--- src/rtl/mem_bus_arbiter.sv ---
// Arbitrates one SRAM-like bus between instruction fetch and data access, with result buffering.
// Optional ARB_PERF_CNT_EN adds saturating per-requester stall-cycle counters.
module mem_bus_arbiter #(
    parameter int unsigned ADDR_W = 32,
    parameter int unsigned DATA_W = 32
) (
    input  logic              clk,
    input  logic              rst,
    input  logic              inst_req,
    input  logic [ADDR_W-1:0] inst_addr,
    output logic [DATA_W-1:0] inst_rdata,
    output logic              inst_stall,
    input  logic              data_req,
    input  logic              data_we,
    input  logic [ADDR_W-1:0] data_addr,
    input  logic [DATA_W-1:0] data_wdata,
    input  logic [3:0]        data_sel,
    input  logic [1:0]        data_size,
    output logic [DATA_W-1:0] data_rdata,
    output logic              data_stall,
    input  logic              pipe_stall,
    input  logic              flush,
    output logic              bus_req,
    output logic              bus_wr,
    output logic [1:0]        bus_size,
    output logic [3:0]        bus_wstrb,
    output logic [ADDR_W-1:0] bus_addr,
    output logic [DATA_W-1:0] bus_wdata,
    input  logic              bus_addr_ok,
    input  logic              bus_data_ok,
    input  logic [DATA_W-1:0] bus_rdata
`ifdef ARB_PERF_CNT_EN
    ,
    output logic [31:0]       inst_wait_cnt,
    output logic [31:0]       data_wait_cnt
`endif
);

    typedef enum logic [2:0] {
        IDLE,
        I_ADDR,
        I_DATA,
        D_ADDR,
        D_DATA
    } state_t;

    state_t state, state_n;
    logic   inst_buf_valid;
    logic   data_buf_valid;
    logic   cancel;
    logic   data_wr_q;
    logic   inst_done;
    logic   data_done;
    logic   inst_keep;

    assign inst_done  = (state == I_DATA) && bus_data_ok;
    assign data_done  = (state == D_DATA) && bus_data_ok;
    // A flush arriving together with data_ok discards that response as well.
    assign inst_keep  = inst_done && !cancel && !flush;

    assign inst_stall = inst_req && !inst_buf_valid;
    assign data_stall = data_req && !data_buf_valid;

    always_comb begin
        state_n   = state;
        bus_req   = 1'b0;
        bus_wr    = 1'b0;
        bus_size  = 2'd0;
        bus_wstrb = '0;
        bus_addr  = '0;
        bus_wdata = '0;
        case (state)
            IDLE: begin
                if (data_req && !data_buf_valid)
                    state_n = D_ADDR;
                else if (inst_req && !inst_buf_valid && !flush)
                    state_n = I_ADDR;
            end
            I_ADDR: begin
                bus_req  = 1'b1;
                bus_addr = inst_addr;
                bus_size = 2'd2;
                if (bus_addr_ok)
                    state_n = I_DATA;
            end
            I_DATA: begin
                if (bus_data_ok)
                    state_n = IDLE;
            end
            D_ADDR: begin
                bus_req   = 1'b1;
                bus_wr    = data_we;
                bus_size  = data_size;
                bus_wstrb = data_we ? data_sel : 4'b0000;
                bus_addr  = data_addr;
                bus_wdata = data_wdata;
                if (bus_addr_ok)
                    state_n = D_DATA;
            end
            D_DATA: begin
                if (bus_data_ok)
                    state_n = IDLE;
            end
            default: state_n = IDLE;
        endcase
    end

    always_ff @(posedge clk or negedge rst) begin
        if (!rst) begin
            state          <= IDLE;
            inst_buf_valid <= 1'b0;
            data_buf_valid <= 1'b0;
            cancel         <= 1'b0;
            data_wr_q      <= 1'b0;
            inst_rdata     <= '0;
            data_rdata     <= '0;
        end else begin
            state <= state_n;

            if (inst_done)
                cancel <= 1'b0;
            else if (flush && (state == I_ADDR || state == I_DATA))
                cancel <= 1'b1;

            // Write direction is latched at acceptance so the response is classified correctly.
            if (state == D_ADDR && bus_addr_ok)
                data_wr_q <= data_we;

            if (inst_keep)
                inst_buf_valid <= 1'b1;
            else if (flush || !pipe_stall)
                inst_buf_valid <= 1'b0;

            if (inst_keep)
                inst_rdata <= bus_rdata;

            if (data_done)
                data_buf_valid <= 1'b1;
            else if (!pipe_stall)
                data_buf_valid <= 1'b0;

            if (data_done && !data_wr_q)
                data_rdata <= bus_rdata;
        end
    end

`ifdef ARB_PERF_CNT_EN
    always_ff @(posedge clk or negedge rst) begin
        if (!rst) begin
            inst_wait_cnt <= '0;
            data_wait_cnt <= '0;
        end else begin
            if (inst_stall && inst_wait_cnt != 32'hFFFF_FFFF)
                inst_wait_cnt <= inst_wait_cnt + 32'd1;
            if (data_stall && data_wait_cnt != 32'hFFFF_FFFF)
                data_wait_cnt <= data_wait_cnt + 32'd1;
        end
    end
`endif

endmodule

--- config.mk ---
export PLATFORM = sky130hd
export DESIGN_NAME = mem_bus_arbiter
export DESIGN_NICKNAME = d
export VERILOG_FILES = /design/src/rtl/mem_bus_arbiter.sv
export SDC_FILE = /design/constraint.sdc
export NUM_CORES = 1
export LEC_CHECK = 0
export ABC_CLOCK_PERIOD_IN_PS = 1950
export CAP_MARGIN = 20
export CORE_AREA = 2 2 110 112
export CTS_CLUSTER_SIZE = 16
export DETAILED_ROUTE_END_ITERATION = 10
export DIE_AREA = 0 0 112 114
export DONT_BUFFER_PORTS = 1
export PLACE_DENSITY = 0.49
export SETUP_SLACK_MARGIN = 0.1
export SYNTH_ARGS = -nofsm -noshare
export SYNTH_HDL_FRONTEND = slang
export SYNTH_SLANG_ARGS = --single-unit
--- constraint.sdc ---
create_clock -name clk -period 1.95 [get_ports clk]
set_input_delay 0.0975 -clock clk [delete_from_list [all_inputs] [get_ports clk]]
set_output_delay 0.0975 -clock clk [all_outputs]
set_load 0.005 [all_outputs]
# Yosys cells after proc, flatten, opt, wreduce, memory -nomap -nowiden
# Index checks and enable logic that the tools add are counted.
# classes
n_eq_ne	9
n_mux	19
n_reduce_logical	24
# op_table
op	count
one-hot mux 32 bit (2 select lines)	1
two-way mux 32 bit	1
two-way mux 3 bit	5
one-hot mux 3 bit (4 select lines)	1
logical AND 1 bit	10
two-way mux 1 bit	8
two-way mux 4 bit	2
equality test 3 x 2 -> 1 bit (second input constant)	2
zero test 1 bit	6
inequality test 2 x 1 -> 1 bit (second input constant)	2
inequality test 2 bit (second input constant)	2
one-hot mux 2 bit (2 select lines)	1
AND reduction 4 bit	1
nonzero test 2 bit	2
OR reduction 2 bit	2
equality test 3 x 1 -> 1 bit (second input constant)	1
equality test 3 bit (second input constant)	1
zero test 3 bit	1
inequality test 3 bit (second input constant)	1
logical OR 1 bit	2
# word_totals
register_bits	71
output_inout_bits	138
wordCells	59

# Depth between registers and ports, before layout
# Gate-level depths: netlist of the first run.
# depth
word_depth	6
depth_mapped	5

# Least setup slack after synthesis of the first run
# OpenSTA, ideal clock, no wires.
# synth_path
path_type	register to register
start	register state[0]
end	register data_rdata[29]
setup_ns	0.125
arrival_time_ns	1.362
required_ns	1.825
slack_ns	0.464
stages_incl_launch_ff	6
period_less_slack_ns	1.486
cell_sequence	dfrtp_1 > nor2_2 > and4b_1 > buf_6 > buf_6 > mux2_2
# synth_between
elab_chain_len	3
# synth_rtl
element	line_no	rtl
start: declaration	47	state_t state, state_n;
start signal: assignment	118	state <= state_n;
equality test 3 bit	57	assign data_done = (state == D_DATA) && bus_data_ok;
logical AND 1 bit	57	
logical AND 1 bit	142	if (data_done && !data_wr_q)
end signal: assignment	143	data_rdata <= bus_rdata;
end: declaration	19	output logic [DATA_W-1:0] data_rdata,
# No other way between the ends.
# A chain may end at the register's enable or synchronous reset.

# Worst setup path after layout of the first run
# layout_path
start	register state[2]
end	output port bus_wdata[16]
# layout_between
elab_chain_len	2
# layout_rtl
element	line_no	rtl
equality test 3 x 2 -> 1 bit	72	case (state)
two-way mux 32 bit	72	
end: declaration	28	output logic [DATA_W-1:0] bus_wdata,
# No other way between the ends.

==> results of run 1 <==
==> layout by cell type, fill, tap and decap left out, types with 2 or more instances in the layout <==
| cell | count |
|---|---|
| buf_4 | 5 |
| clkbuf_16 | 9 |
| mux2_4 | 12 |
| dfrtp_1 | 70 |
| buf_12 | 2 |
| inv_1 | 4 |
| nor2_1 | 32 |
| mux2_2 | 53 |
| dlygate4sd3_1 | 39 |
| nor2b_1 | 2 |
| and3_1 | 34 |
| a21oi_1 | 3 |
| o21ai_0 | 5 |
| nand2_1 | 4 |
| and2_1 | 4 |
| mux2i_1 | 32 |
| bufinv_16 | 3 |
==> timing repair <==
item | CTS | global route
hold buffers | 40 | 0
gates resized for setup | 0 | 0
hold endpoints to repair | 142 | 0
setup buffers | 0 | 0
==> power groups by stage <==
| stage | combinational, mW | clock [mW] | sequential (mW) |
|---|---|---|---|
| 2_1_floorplan | 1.74 | 0 | 2.54 |
| 3_3_place_gp | 1.99 | 0 | 2.72 |
| 3_5_place_dp | 2.05 | 0 | 2.73 |
| 4_1_cts | 2.16 | 1.93 | 2.70 |
| 5_1_grt | 2.35 | 2.00 | 2.77 |
| 6_report | 2.13 | 1.88 | 2.69 |
==> worst reg2reg max path: stages (launching register included) <==
cell           delay [ps]
dfrtp_1               410
inv_1                 190
nand2_2                80
inv_1                 140
nand3_1               120
o21ai_0               110
dlygate4sd3_1         570
==> synthesized netlist by cell type <==
| master | instances |
|---|---|
| a21oi_1 | 3 |
| a31oi_1 | 1 |
| a32o_1 | 1 |
| and2_1 | 4 |
| and3_1 | 34 |
| and4b_1 | 1 |
| buf_1 | 1 |
| buf_2 | 6 |
| buf_6 | 7 |
| clkbuf_1 | 7 |
| dfrtp_1 | 71 |
| inv_1 | 4 |
| mux2_2 | 53 |
| mux2_4 | 12 |
| mux2i_1 | 32 |
| nand2_1 | 4 |
| nand2_2 | 1 |
| nand3_1 | 1 |
| nand4_4 | 1 |
| nor2_1 | 32 |
| nor2_2 | 1 |
| nor2b_1 | 2 |
| nor3_2 | 1 |
| nor3b_1 | 1 |
| o211ai_1 | 1 |
| o21ai_0 | 5 |
| o22ai_1 | 1 |
| xor2_1 | 1 |
==> cells by family after synthesis <==
family	count (synthesis)
compound gates	12
xor+xnor	1
mux	97
flops	71
buf+inv	25
simple gates	83
==> final timing paths <==
path | slack, ps | cells past startpoint | endpoint
worst max-delay path | 240 | 5 | bus_wdata[16]
worst min-delay path | 30 | 3 | state[1]
worst max register to register | 280 | 6 | state[2]
worst min register to register | 510 | 1 | data_buf_valid
max in group asynchronous | 1320 | 2 | state[1]
min in group asynchronous | 320 | 2 | data_rdata[18]
==> sequential cells by signal, summed over array words and instances, names as in the netlist <==
register	count
cancel	1
data_rdata	32
inst_buf_valid	1
data_buf_valid	1
data_wr_q	1
inst_rdata	32
state	3
==> metal layers <==
metal,track usage [%],routed length [um],part of all wire (%)
met5,0,0,0
met4,4.63,109,1.0
met3,7.33,1170,11
met2,27.4,5480,50
met1,18.8,4100,38
==> cell type report <==
class	count	area share, %
Sequential cell	71	39.9
Multi-Input combinational cell	193	36.6
Timing Repair Buffer	47	11.1
Clock buffer	11	5.45
Tap cell	147	4.13
Clock inverter	5	2.33
Inverter	4	0.337
Antenna cell	1	0.0562
==> metrics.csv, run 1 <==
stage,metric,value,unit
status,outcome,completed,
floorplanning,Ports,281,
place,hpwl dp,8.29,mm
synth,leading area contributor after synthesis,dfrtp_1,
timing,Final setup viols,0,
critical_path,Setup crit end kind,output port,
floorplanning,Die W,112,um
place,Placed Area,3680,um^2
detailed_routing,Detailed Routing Iterations Pass 1,4,
synth,largest family of logic cells by synthesized area,multiplexers,
final_layout,proportion of layout cells with a drive suffix above 1,28.4,%
critical_path,critical path's most frequent cell,inv_1,
critical_path,CP Max Fanout,24,
synth,Post-Synth Simple-Gate Area,12.7,%
floorplanning,Die Span Y,114,um
synth,Post-Syn Area per Cell,12.3,um^2
pwr,peak supply drop,0.967,mV
critical_path,Slowest cell on crit path,dfrtp_1,
detailed_routing,DR vias,2433,
worst_hold_path,hold_sp,bus_addr_ok,
floorplanning,row cnt,40,
detailed_routing,drt wl/cell,22.7,um
final_layout,Multi-input gate area,1630,um^2
detailed_routing,Starting DRT DRC Count,144,
detailed_routing,antenna-violating nets left,0,
timing,crit share post-route,87.5,%
pwr,overall power,6.70,mW
detailed_routing,final WL,10.9,mm
critical_path,critical path class,flip-flop to output port,
clocking,htree depth,3,
synth,Synth top area share,49.9,%
global_routing,vias in the first global route,2564,
timing,skew final,5.55,ps
critical_path,max incr delay on CP,410,ps
detailed_routing,vias per cell,5.08,
job,Max-cap violations,0,
detailed_routing,DRC errors left,0,
synth,Synth Area in Adders,0,%
timing,Fin. Hold Viols,0,
final_layout,area grow syn2layout,25.1,%
timing,RSZ-0062 raised after global routing,no,
synth,largest cells by area after synthesis,"dfrtp_1 50%, mux2_2 17%, mux2i_1 9.0%, and3_1 6.0%, mux2_4 5.1%",
clocking,CTS buffer count,9,
timing,setup TNS,0,ps
place,Place WS,331,ps
final_layout,Post-Route Utilization,38.0,%
synth,#FFs+latches synth,71,
pwr,sw power,2.17,mW
global_routing,largest net degree at the start of global routing,74,
global_routing,initial antenna violation count,0,
floorplanning,Die ar.,12800,um^2
final_layout,NumNets Final,469,
global_routing,grt ovf,0,
final_layout,"Design Area, Final",4450,um^2
clocking,clock latency on the worst-skew pair,330,ps
pwr,leakage power total,2.14,nW
critical_path,Setup crit start,state[2],
synth,post-synthesis mux area share,30.8,%
synth,complex-gate fraction of the synthesized area,1.97,%
synth,synth warn,0,
floorplanning,core footprint,11700,um^2
place,gpl congestion,0.793,
timing,minimum clock period,1710,ps
critical_path,"delay-heaviest family, CP",buffers and inverters,
synth,XOR/XNOR share of the synthesized area,0.246,%
global_routing,gr usage total,16.3,%
global_routing,global-route wire length before repair,15.8,mm
pwr,clock network power share,28.1,%
timing,max_slew headroom,67.7,%
pwr,P per Cell Area,1510,nW/um^2
critical_path,worst path bufs/invs,3,
synth,area of the mapped netlist,3560,um^2
final_layout,register area,1780,um^2
critical_path,crit-path cells,"inv_1, nand2_2, inv_1, buf_4, and3_1",
critical_path,worst endpoint required time,1850,ps
critical_path,Crit Reg-Reg Startpoint,state[2],
pwr,Reg power frac,40.1,%
floorplanning,Initial Utilization,30.4,%
clocking,CTS tree,yes,
clocking,clock sink total,71,
place,port buffer count,0,
clocking,maximum clock path buffer count,2,
pwr,Internal,4.53,mW
timing,Worst-Margin Slew,485,ps
final_layout,Layout Cells excl Fill,479,
timing,hold_ws,26.5,ps
synth,synth unique cells,28,
clocking,Worst-path clk slew,50,ps
synth,syn_nets,432,
worst_hold_path,Hold WC Path Type,input pin to flip-flop,
synth,Mapped Cells,289,
timing,Fmax achieved,0.586,GHz
pwr,switching share of total power,32.4,%
final_layout,fillers,1130,
pwr,Logic pwr share,31.8,%
place,dpl cells,422,
critical_path,crit start category,flip-flop,
timing,Final Worst Setup Slack,243,ps
critical_path,Worst EP arrival,1610,ps
timing,pins over their slew limit,0,
synth,register area share after synthesis,49.9,%
clocking,clock root buffer,clkbuf_16,
Power figures use the tool's default switching activity.
==> inputs of run 2 (changes only) <==
Settings changed: PLACE_DENSITY 0.49 to default.
==> metrics.csv, run 2 (synthesis gave the netlist of run 1 again) <==
stage,metric,value,unit,change
timing,RSZ-0062 raised after global routing,no,,
critical_path,max incr delay on CP,430,ps,+20 ps
clocking,maximum clock path buffer count,2,,unchanged
clocking,CTS buffer count,9,,unchanged
floorplanning,Die Span Y,114,um,unchanged
timing,pins over their slew limit,0,,unchanged
timing,max_slew headroom,68.0,%,+0.36 points
critical_path,Worst EP arrival,1640,ps,+30 ps
timing,setup TNS,0,ps,unchanged
critical_path,Crit Reg-Reg Startpoint,state[1],,
detailed_routing,antenna-violating nets left,0,,unchanged
final_layout,most frequent cells in the layout,"70 x dfrtp_1, 53 x mux2_2, 39 x dlygate4sd3_1",,
timing,skew final,4.58,ps,-0.972 ps
detailed_routing,final WL,11.0,mm,+1.4%
global_routing,vias in the first global route,2520,,-1.7%
timing,Fmax achieved,0.575,GHz,-1.8%
critical_path,crit start category,flip-flop,,
clocking,htree depth,3,,unchanged
final_layout,NumNets Final,469,,unchanged
timing,Final setup viols,0,,unchanged
detailed_routing,DR vias,2482,,+2.0%
critical_path,Setup crit end kind,output port,,
pwr,P per Cell Area,1470,nW/um^2,-2.2%
floorplanning,Die W,112,um,unchanged
critical_path,critical path class,flip-flop to output port,,
worst_hold_path,hold_sp,bus_addr_ok,,
place,hpwl dp,8.31,mm,+0.27%
place,gpl congestion,0.805,,+1.5%
place,Place WS,327,ps,-3.61 ps
detailed_routing,Starting DRT DRC Count,209,,+45%
pwr,leakage power total,2.11,nW,-1.4%
job,Max-cap violations,0,,unchanged
global_routing,global-route wire length before repair,15.9,mm,+0.48%
timing,Worst-Margin Slew,480,ps,-5.34 ps
critical_path,Setup crit start,state[1],,
timing,minimum clock period,1740,ps,+31.5 ps
floorplanning,Ports,281,,unchanged
floorplanning,row cnt,40,,unchanged
final_layout,ANT cells,0,,-1
clocking,Worst-path clk slew,50,ps,about the same
clocking,clock latency on the worst-skew pair,320,ps,about the same
critical_path,"delay-heaviest family, CP",simple AND/OR/NAND/NOR gates,,
global_routing,gr usage total,16.5,%,+0.21 points
detailed_routing,vias per cell,5.19,,+2.2%
critical_path,worst path bufs/invs,1,,-2
global_routing,grt ovf,0,,unchanged
final_layout,area grow syn2layout,23.6,%,
clocking,Setup Buffers After CTS,0,,unchanged
global_routing,largest net degree at the start of global routing,73,,-1.4%
floorplanning,core footprint,11700,um^2,unchanged
clocking,clock root buffer,clkbuf_16,,
timing,Fin. Hold Viols,0,,unchanged
clocking,CTS tree,yes,,
floorplanning,Initial Utilization,30.4,%,unchanged
detailed_routing,Detailed Routing Iterations Pass 1,4,,unchanged
global_routing,initial antenna violation count,0,,unchanged
clocking,clock sink total,71,,unchanged
detailed_routing,drt wl/cell,23.0,um,+1.6%
final_layout,proportion of layout cells with a drive suffix above 1,28.4,%,unchanged
worst_hold_path,Hold WC Path Type,input pin to flip-flop,,
place,port buffer count,0,,unchanged
timing,hold_ws,34.6,ps,+8.07 ps
floorplanning,Die ar.,12800,um^2,unchanged
critical_path,Slowest cell on crit path,dfrtp_2,,
timing,crit share post-route,89.1,%,+1.6 points
critical_path,worst endpoint required time,1850,ps,about the same
detailed_routing,DRC errors left,0,,unchanged
final_layout,"commonest non-fill, non-tap cell in the layout",dfrtp_1,,
critical_path,CP Max Fanout,72,,+200%
pwr,peak supply drop,0.723,mV,-25%
status,outcome,completed,,
timing,Final Worst Setup Slack,212,ps,-31.5 ps
final_layout,Regs by FF count,"data_rdata: 32 flops, inst_rdata: 32 flops, state: 3 flops",,
critical_path,crit-path cells,"buf_12, and3_2, and2_1",,
-- run 2: where the power goes --
part	leakage [nW]	internal [mW]	total, mW	switching [mW]
clock	0.140	1.02	1.59	0.565
combinational	1.08	1.11	2.20	1.09
sequential	0.891	2.14	2.69	0.551
total	2.11	4.28	6.48	2.21
-- run 2: cell type report --
class | instances | area, um^2
inverters | 4 | 15.0
flip-flops and latches | 71 | 1780
clock buffers | 13 | 250
repair buffers | 47 | 499
clock inverters | 3 | 42.5
fillers | 1130 | 7310
multi-input cells | 193 | 1630
well taps | 147 | 184
-- run 2: stage by stage --
stage               utilization [%]  instance area (um^2)  cells  total power, mW
CTS                            37.5                  4390    478             6.58
finish                         37.6                  4400    478             6.48
global route                   37.6                  4400    478             6.90
floorplan                         -                  3560    289             4.27
global placement               31.5                  3680    422             4.72
detailed placement             31.5                  3680    422             4.83
-- run 2: worst paths after layout --
kind,slack (ps),cells after the start,endpoint
worst min-delay path,30,3,state[1]
max in group asynchronous,1340,2,inst_rdata[26]
worst max register to register,320,4,state[2]
worst min register to register,500,1,data_wr_q
min in group asynchronous,320,2,inst_rdata[4]
worst max-delay path,210,3,bus_wstrb[2]
-- run 2: worst min-delay path: stages --
cell     delay, ps
xor2_1          40
o21ai_0        140
a21oi_1         40
-- run 2: what timing repair did --
item | CTS | global route
endpoints found under the setup margin | 0 | 23
gates resized for setup | 0 | 3
hold buffers | 40 | 0
endpoints found under the hold margin | 142 | 0
-- run 2: per-layer routing --
layer / up-vias / track usage [%] / share of wire, % / wire length (um)
met5: - / 0 / 0 / 0
met4: 0 / 5.12 / 1.3 / 145
met3: 13 / 10.2 / 15 / 1610
met2: 166 / 28.0 / 50 / 5520
met1: 1213 / 16.9 / 34 / 3730
li1: 1090 / - / - / -
